`config.mk`:
```
export PLATFORM = sky130hd
export DESIGN_NAME = cordic_output_stream_flat
export DESIGN_NICKNAME = d
export VERILOG_FILES = /design/src/rtl/cordic_output_stream_if.sv /design/src/rtl/cordic_output_stream.sv /design/src/flat_wrapper.sv
export SDC_FILE = /design/constraint.sdc
export NUM_CORES = 1
export LEC_CHECK = 0
export ABC_AREA = 0
export BUFFER_PORTS_ARGS = -buffer_cell sky130_fd_sc_hd__buf_4
export CORE_MARGIN = 2
export CORE_UTILIZATION = 50
export DETAILED_ROUTE_END_ITERATION = 8
export GPL_TIMING_DRIVEN = 0
export PLACE_DENSITY_LB_ADDON = 0.3
export SYNTH_ARGS = -nofsm -noshare
export SYNTH_HDL_FRONTEND = slang
export SYNTH_SLANG_ARGS = --single-unit
export TNS_END_PERCENT = 30
```
`constraint.sdc`:
```
create_clock -name clk -period 3 [get_ports clk]
set_input_delay 0.45 -clock clk [delete_from_list [all_inputs] [get_ports clk]]
set_output_delay 0.45 -clock clk [all_outputs]
set_load 0.01 [all_outputs]
```
`src/rtl/cordic_output_stream_if.sv`:
```
// Downstream word stream of the CORDIC output stage.
// master drives word/valid/last/arctan flag, slave drives ready_in.
interface cordic_output_stream_if #(
  parameter int BUS_WIDTH = 32
);
  logic [BUS_WIDTH-1:0] interface_out;
  logic                 valid_out_interface;
  logic                 last_out;
  logic                 arctan_flag_out;
  logic                 ready_in;

  modport master (
    output interface_out,
    output valid_out_interface,
    output last_out,
    output arctan_flag_out,
    input  ready_in
  );

  modport slave (
    input  interface_out,
    input  valid_out_interface,
    input  last_out,
    input  arctan_flag_out,
    output ready_in
  );
endinterface

```
`src/rtl/cordic_output_stream.sv`:
```
// CORDIC output stage: flip correction with saturation, FIFO buffering
// and one/two-beat packing onto a valid/ready word stream.
// Ports: clk, rst (async high); degree_out/x_out/y_out/flip_out/
// arctan_en_out/valid_out from core; clear_overflow; bus (master);
// fifo_count and sticky overflow status.
module cordic_output_stream #(
  parameter int OUTPUT_WIDTH    = 16,
  parameter int BUS_WIDTH       = 32,
  parameter int FIFO_DEPTH      = 4,
  parameter int FLIP_FLAG_WIDTH = 1
) (
  input  logic                              clk,
  input  logic                              rst,
  input  logic signed [OUTPUT_WIDTH-1:0]    degree_out,
  input  logic signed [OUTPUT_WIDTH-1:0]    x_out,
  input  logic signed [OUTPUT_WIDTH-1:0]    y_out,
  input  logic [FLIP_FLAG_WIDTH-1:0]        flip_out,
  input  logic                              arctan_en_out,
  input  logic                              valid_out,
  input  logic                              clear_overflow,
  cordic_output_stream_if.master            bus,
  output logic [$clog2(FIFO_DEPTH):0]       fifo_count,
  output logic                              overflow
);

  localparam int W     = OUTPUT_WIDTH;
  localparam int BEATS = (2 * W <= BUS_WIDTH) ? 1 : 2;
  localparam int PW    = $clog2(FIFO_DEPTH);
  localparam int CW    = PW + 1;

  localparam logic [W-1:0]  MIN_V = {1'b1, {(W-1){1'b0}}};
  localparam logic [W-1:0]  MAX_V = ~MIN_V;
  localparam logic [CW-1:0] FULL  = CW'(FIFO_DEPTH);

  logic [W-1:0]    r_deg [FIFO_DEPTH];
  logic [W-1:0]    r_x   [FIFO_DEPTH];
  logic [W-1:0]    r_y   [FIFO_DEPTH];
  logic            r_at  [FIFO_DEPTH];
  logic [PW-1:0]   r_wptr;
  logic [PW-1:0]   r_rptr;
  logic [CW-1:0]   r_count;
  logic            r_beat;
  logic            r_ovf;

  logic [W-1:0]         w_xc;
  logic [W-1:0]         w_h_deg;
  logic [W-1:0]         w_h_x;
  logic [W-1:0]         w_h_y;
  logic                 w_h_at;
  logic                 w_valid;
  logic                 w_last;
  logic                 w_xfer;
  logic                 w_pop;
  logic                 w_push;
  logic                 w_drop;
  logic [BUS_WIDTH-1:0] w_word;

  // Negating the most negative value has no representation; clamp it.
  always_comb begin
    w_xc = x_out;
    if (|flip_out) begin
      if (x_out == MIN_V) w_xc = MAX_V;
      else                w_xc = W'(0) - x_out;
    end
  end

  assign w_h_deg = r_deg[r_rptr];
  assign w_h_x   = r_x[r_rptr];
  assign w_h_y   = r_y[r_rptr];
  assign w_h_at  = r_at[r_rptr];

  assign w_valid = (r_count != '0);
  assign w_last  = w_h_at | (BEATS == 1) | r_beat;
  assign w_xfer  = w_valid & bus.ready_in;
  assign w_pop   = w_xfer & w_last;
  // A final-beat pop frees a slot on the same edge.
  assign w_push  = valid_out & ((r_count != FULL) | w_pop);
  assign w_drop  = valid_out & ~w_push;

  always_comb begin
    w_word = '0;
    if (BEATS == 1) begin
      if (w_h_at) w_word = BUS_WIDTH'(w_h_deg);
      else        w_word = BUS_WIDTH'({w_h_y, w_h_x});
    end else begin
      if (w_h_at)      w_word = BUS_WIDTH'(signed'(w_h_deg));
      else if (r_beat) w_word = BUS_WIDTH'(signed'(w_h_y));
      else             w_word = BUS_WIDTH'(signed'(w_h_x));
    end
    if (!w_valid) w_word = '0;
  end

  assign bus.interface_out       = w_word;
  assign bus.valid_out_interface = w_valid;
  assign bus.last_out            = w_valid & w_last;
  assign bus.arctan_flag_out     = w_valid & w_h_at;
  assign fifo_count              = r_count;
  assign overflow                = r_ovf;

  always_ff @(posedge clk) begin
    if (w_push) begin
      r_deg[r_wptr] <= degree_out;
      r_x[r_wptr]   <= w_xc;
      r_y[r_wptr]   <= y_out;
      r_at[r_wptr]  <= arctan_en_out;
    end
  end

  always_ff @(posedge clk or posedge rst) begin
    if (rst) begin
      r_wptr  <= '0;
      r_rptr  <= '0;
      r_count <= '0;
      r_beat  <= 1'b0;
      r_ovf   <= 1'b0;
    end else begin
      if (w_push) r_wptr <= r_wptr + 1'b1;
      if (w_pop)  r_rptr <= r_rptr + 1'b1;
      if (w_push && !w_pop)      r_count <= r_count + 1'b1;
      else if (w_pop && !w_push) r_count <= r_count - 1'b1;
      if (w_xfer) r_beat <= ~w_last;
      if (w_drop)              r_ovf <= 1'b1;
      else if (clear_overflow) r_ovf <= 1'b0;
    end
  end

endmodule

```
`src/flat_wrapper.sv`:
```
// flat-port wrapper written by rule: the top's interface ports become plain ports
module cordic_output_stream_flat 
#(
  parameter int OUTPUT_WIDTH    = 16,
  parameter int BUS_WIDTH       = 32,
  parameter int FIFO_DEPTH      = 4,
  parameter int FLIP_FLAG_WIDTH = 1
)
  (clk, rst, degree_out, x_out, y_out, flip_out, arctan_en_out, valid_out, clear_overflow, fifo_count, overflow, bus_interface_out, bus_valid_out_interface, bus_last_out, bus_arctan_flag_out, bus_ready_in);
  cordic_output_stream_if #(.BUS_WIDTH(BUS_WIDTH)) bus_i ();
  input  logic clk;
  input  logic rst;
  input  logic signed [OUTPUT_WIDTH-1:0] degree_out;
  input  logic signed [OUTPUT_WIDTH-1:0] x_out;
  input  logic signed [OUTPUT_WIDTH-1:0] y_out;
  input  logic [FLIP_FLAG_WIDTH-1:0] flip_out;
  input  logic arctan_en_out;
  input  logic valid_out;
  input  logic clear_overflow;
  output logic [$clog2(FIFO_DEPTH):0] fifo_count;
  output logic overflow;
  output wire logic [$bits(bus_i.interface_out)-1:0] bus_interface_out;
  output wire logic [$bits(bus_i.valid_out_interface)-1:0] bus_valid_out_interface;
  output wire logic [$bits(bus_i.last_out)-1:0] bus_last_out;
  output wire logic [$bits(bus_i.arctan_flag_out)-1:0] bus_arctan_flag_out;
  input wire logic [$bits(bus_i.ready_in)-1:0] bus_ready_in;
  assign bus_interface_out = bus_i.interface_out;
  assign bus_valid_out_interface = bus_i.valid_out_interface;
  assign bus_last_out = bus_i.last_out;
  assign bus_arctan_flag_out = bus_i.arctan_flag_out;
  assign bus_i.ready_in = bus_ready_in;
  cordic_output_stream #(.OUTPUT_WIDTH(OUTPUT_WIDTH), .BUS_WIDTH(BUS_WIDTH), .FIFO_DEPTH(FIFO_DEPTH), .FLIP_FLAG_WIDTH(FLIP_FLAG_WIDTH)) u_core (.clk(clk), .rst(rst), .degree_out(degree_out), .x_out(x_out), .y_out(y_out), .flip_out(flip_out), .arctan_en_out(arctan_en_out), .valid_out(valid_out), .clear_overflow(clear_overflow), .bus(bus_i), .fifo_count(fifo_count), .overflow(overflow));
endmodule
```
==> flow_summary_export.csv <==
group,metric,value,unit
clock_network,cts.sinks,204,
floorplan,initial_core_util,50.78,%
clock_network,clk_latency,0.49,ns
finish,nNetsFinal,608,
global_route,overflow,0,
place,io_buffers,92,
detailed_routing,ant_nets,0,
synth,yosys_warnings,0,
synth,synth-xor-area-share,1.261,%
synth,synth_mux_area_share,15.66,%
floorplan,core,16410,um^2
synth,synth_edf_count,196,
finish,layout_common_cells,"196 x edfxtp_1, 94 x buf_4, 49 x mux4_2",
global_route,grt_pass1_vias,4509,
timing,skew,0.01312,ns
critical_path,crit_arrival,2.39,ns
clock_network,clock_path_buffers,3,
finish,utilization,61.16,%
timing,fmax,352.3,MHz
global_route,grt_max_degree,31,
power,leakage,0.003542,uW
critical_path,cp-end-kind,"output pin",
synth,async_reset_ff_share,3.922,%
timing,fin_setup_tns,0,ns
clock_network,cts_htree_levels,1,
critical_path,criticalPathCategory,"register to output pin",
clock_network,cts_buffers,20,
place,gp_congestion,0.8241,
floorplan,fp.dieH,133.1,um
synth,synth_cell_types,46,
timing,min_period,2.839,ns
power,vdd_ir_drop_max,366.5,uV
finish,final_common_cell,"edfxtp_1",
timing,timing.final.crit_share,94.62,%
synth,syn-cell-area,8332,um^2
detailed_routing,drt_iter0_drc,340,
timing,worst_pin_slew,0.8275,ns
synth,synthSimpleGateAreaFrac,5.376,%
clock_network,cts_root_buffer,"clkbuf_16",
finish,diodes,0,
synth,mappedNetlistNets,490,
detailed_routing,firstDrtPassIters,4,
timing,slew_violations,0,
synth,synth_area_per_cell,19.47,um^2
timing,rsz0062_at_grt,"no",
detailed_routing,via_per_inst,5.535,
critical_path,crit_required,2.55,ns
detailed_routing,num_vias,4306,
critical_path,start_kind,"register",
place,hpwl,10.36,mm
finish,final_layout_size_suffix_gt1_share,37.10,%
timing,hold_violations,0,
clock_network,cts_tree,"yes",
synth,synth-compound-area-share,1.727,%
synth,yosys.area_share.adder,1.141,%
synth,synth_ff_type,"edfxtp_1",
min_path,min_path_type,"primary input to register",
clock_network,postCtsSetupBuffers,0,
outcome,status,"completed",
finish,area_growth,20.44,%
detailed_routing,drt_wl_total,15.84,mm
floorplan,rows,47,
synth,synth_top_family_by_area,"multiplexers",
timing,maxSlewHeadroom,44.84,%
job,cap_violations,0,
critical_path,worstPathMaxFanout,10,
floorplan,die_w,133.1,um
clock_network,clk_pin_slew,0.06,ns
synth,synth-seq-cells,204,
detailed_routing,drc,0,
floorplan,dieArea,17710,um^2
synth,ys_seq_area_share,73.04,%
floorplan,pin_count,94,
global_route,antenna_found_initial,0,
global_route,grtUsageTotal,18.78,%
global_route,grt_pass1_wl,25.12,mm
timing,finalSetupViolCount,0,
detailed_routing,wl_per_cell,20.36,um
power,p_per_area,974.8,nW/um^2
synth,postSynthCellCount,428,
-- routing by layer --
metal / GRT usage, % / routed length, um / vias to the layer above
li1: - / - / 1950
met1: 25.94 / 6783 / 2206
met2: 31.98 / 7991 / 129
met3: 2.644 / 822 / 21
met4: 4.719 / 241 / 0
met5: 0 / 0 / -
-- state kept, by name, summed over array words and instances, names as in the netlist --
| register | cells |
|---|---|
| u_core.fifo_count | 3 |
| u_core.overflow | 1 |
| u_core.r_at | 4 |
| u_core.r_deg | 64 |
| u_core.r_rptr | 2 |
| u_core.r_wptr | 2 |
| u_core.r_x | 64 |
| u_core.r_y | 64 |
-- what timing repair did --
action                                  4_1_cts  5_1_grt
resized for setup                             9       11
hold buffers                                  1        0
endpoints found under the setup margin       27       25
hold endpoints to repair                      8        0
-- per-stage QoR --
stage / instances / worst slack [ns] / hold slack, ns / total power [uW] / cell area [um^2]
floorplan: 428 / 0.4498 / 0.2657 / 6101 / 8332
global placement: 740 / -0.6220 / 0.4243 / 7431 / 9298
detailed placement: 744 / 0.02999 / 0.4369 / 7543 / 9383
CTS: 778 / 0.01379 / 0.1443 / 9907 / 10020
global route: 778 / 0.008458 / 0.1495 / 10290 / 10030
finish: 778 / 0.1614 / 0.1585 / 9782 / 10030
-- worst max-delay path: stages, from the launching register on --
cell and delay (ns):
dfrtp_2 0.42, mux4_2 0.51, buf_4 0.21, or2_4 0.28, clkbuf_4 0.21, nor2b_1 0.14, buf_4 0.13
-- area by class of cell --
class / count / area [um^2]
Buffer: 23 / 132.6
Clock buffer: 24 / 536.8
Clock inverter: 10 / 75.07
Fill cell: 1195 / 6372
Inverter: 10 / 37.54
Multi-Input combinational cell: 190 / 2110
Sequential cell: 204 / 6087
Tap cell: 220 / 275.3
Timing Repair Buffer: 97 / 780.7
-- synth_stat cells (2+ instances only) --
| library cell | n | area [um^2] |
|---|---|---|
| edfxtp_1 | 196 | 5886 |
| buf_1 | 5 | 18.77 |
| and2_1 | 5 | 31.28 |
| ha_1 | 6 | 75.07 |
| nor3b_1 | 3 | 22.52 |
| xnor2_1 | 5 | 43.79 |
| or4_1 | 3 | 22.52 |
| inv_1 | 10 | 37.54 |
| mux4_2 | 49 | 1104 |
| nand2_1 | 13 | 48.80 |
| mux2i_1 | 19 | 190.2 |
| buf_2 | 7 | 35.03 |
| a21oi_1 | 3 | 15.01 |
| o31ai_1 | 2 | 15.01 |
| o21ai_0 | 7 | 35.03 |
| xor2_1 | 7 | 61.31 |
| nor2_1 | 21 | 78.83 |
| or3b_2 | 2 | 17.52 |
| clkbuf_1 | 9 | 33.78 |
| dfrtp_1 | 8 | 200.2 |
| nand3_1 | 2 | 10.01 |
| nor3_1 | 5 | 25.02 |
| nor2b_1 | 18 | 112.6 |
-- logic make-up after synthesis --
| group | count (synthesis) |
|---|---|
| buffers and inverters | 34 |
| XOR/XNOR | 12 |
| AO/OA/AOI/OAI | 21 |
| AND/OR/NAND/NOR | 81 |
| adder cells (fa/ha/maj) | 7 |
| multiplexers | 69 |
| flip-flops | 204 |
-- worst paths after layout --
check | from | end | slack [ns] | cells after the start
worst max-delay path | u_core.r_rptr[0] | bus_interface_out[27] | 0.16 | 6
worst min-delay path | degree_out[10] | u_core.r_deg[3][10] | 0.16 | 1
worst max register to register | u_core.fifo_count[0] | u_core.fifo_count[2] | 0.39 | 9
worst min register to register | u_core.overflow | u_core.overflow | 0.55 | 2
max in group asynchronous | rst | u_core.r_rptr[0] | 2.25 | 3
min in group asynchronous | rst | u_core.r_rptr[1] | 0.49 | 3
-- where the power goes --
group | leakage (uW) | switching, uW | internal, uW | total [uW]
clock | 0.000303 | 978 | 1360 | 2340
sequential | 0.00189 | 169 | 3760 | 3930
combinational | 0.00135 | 1780 | 1730 | 3510
Power figures use the tool's default switching activity.
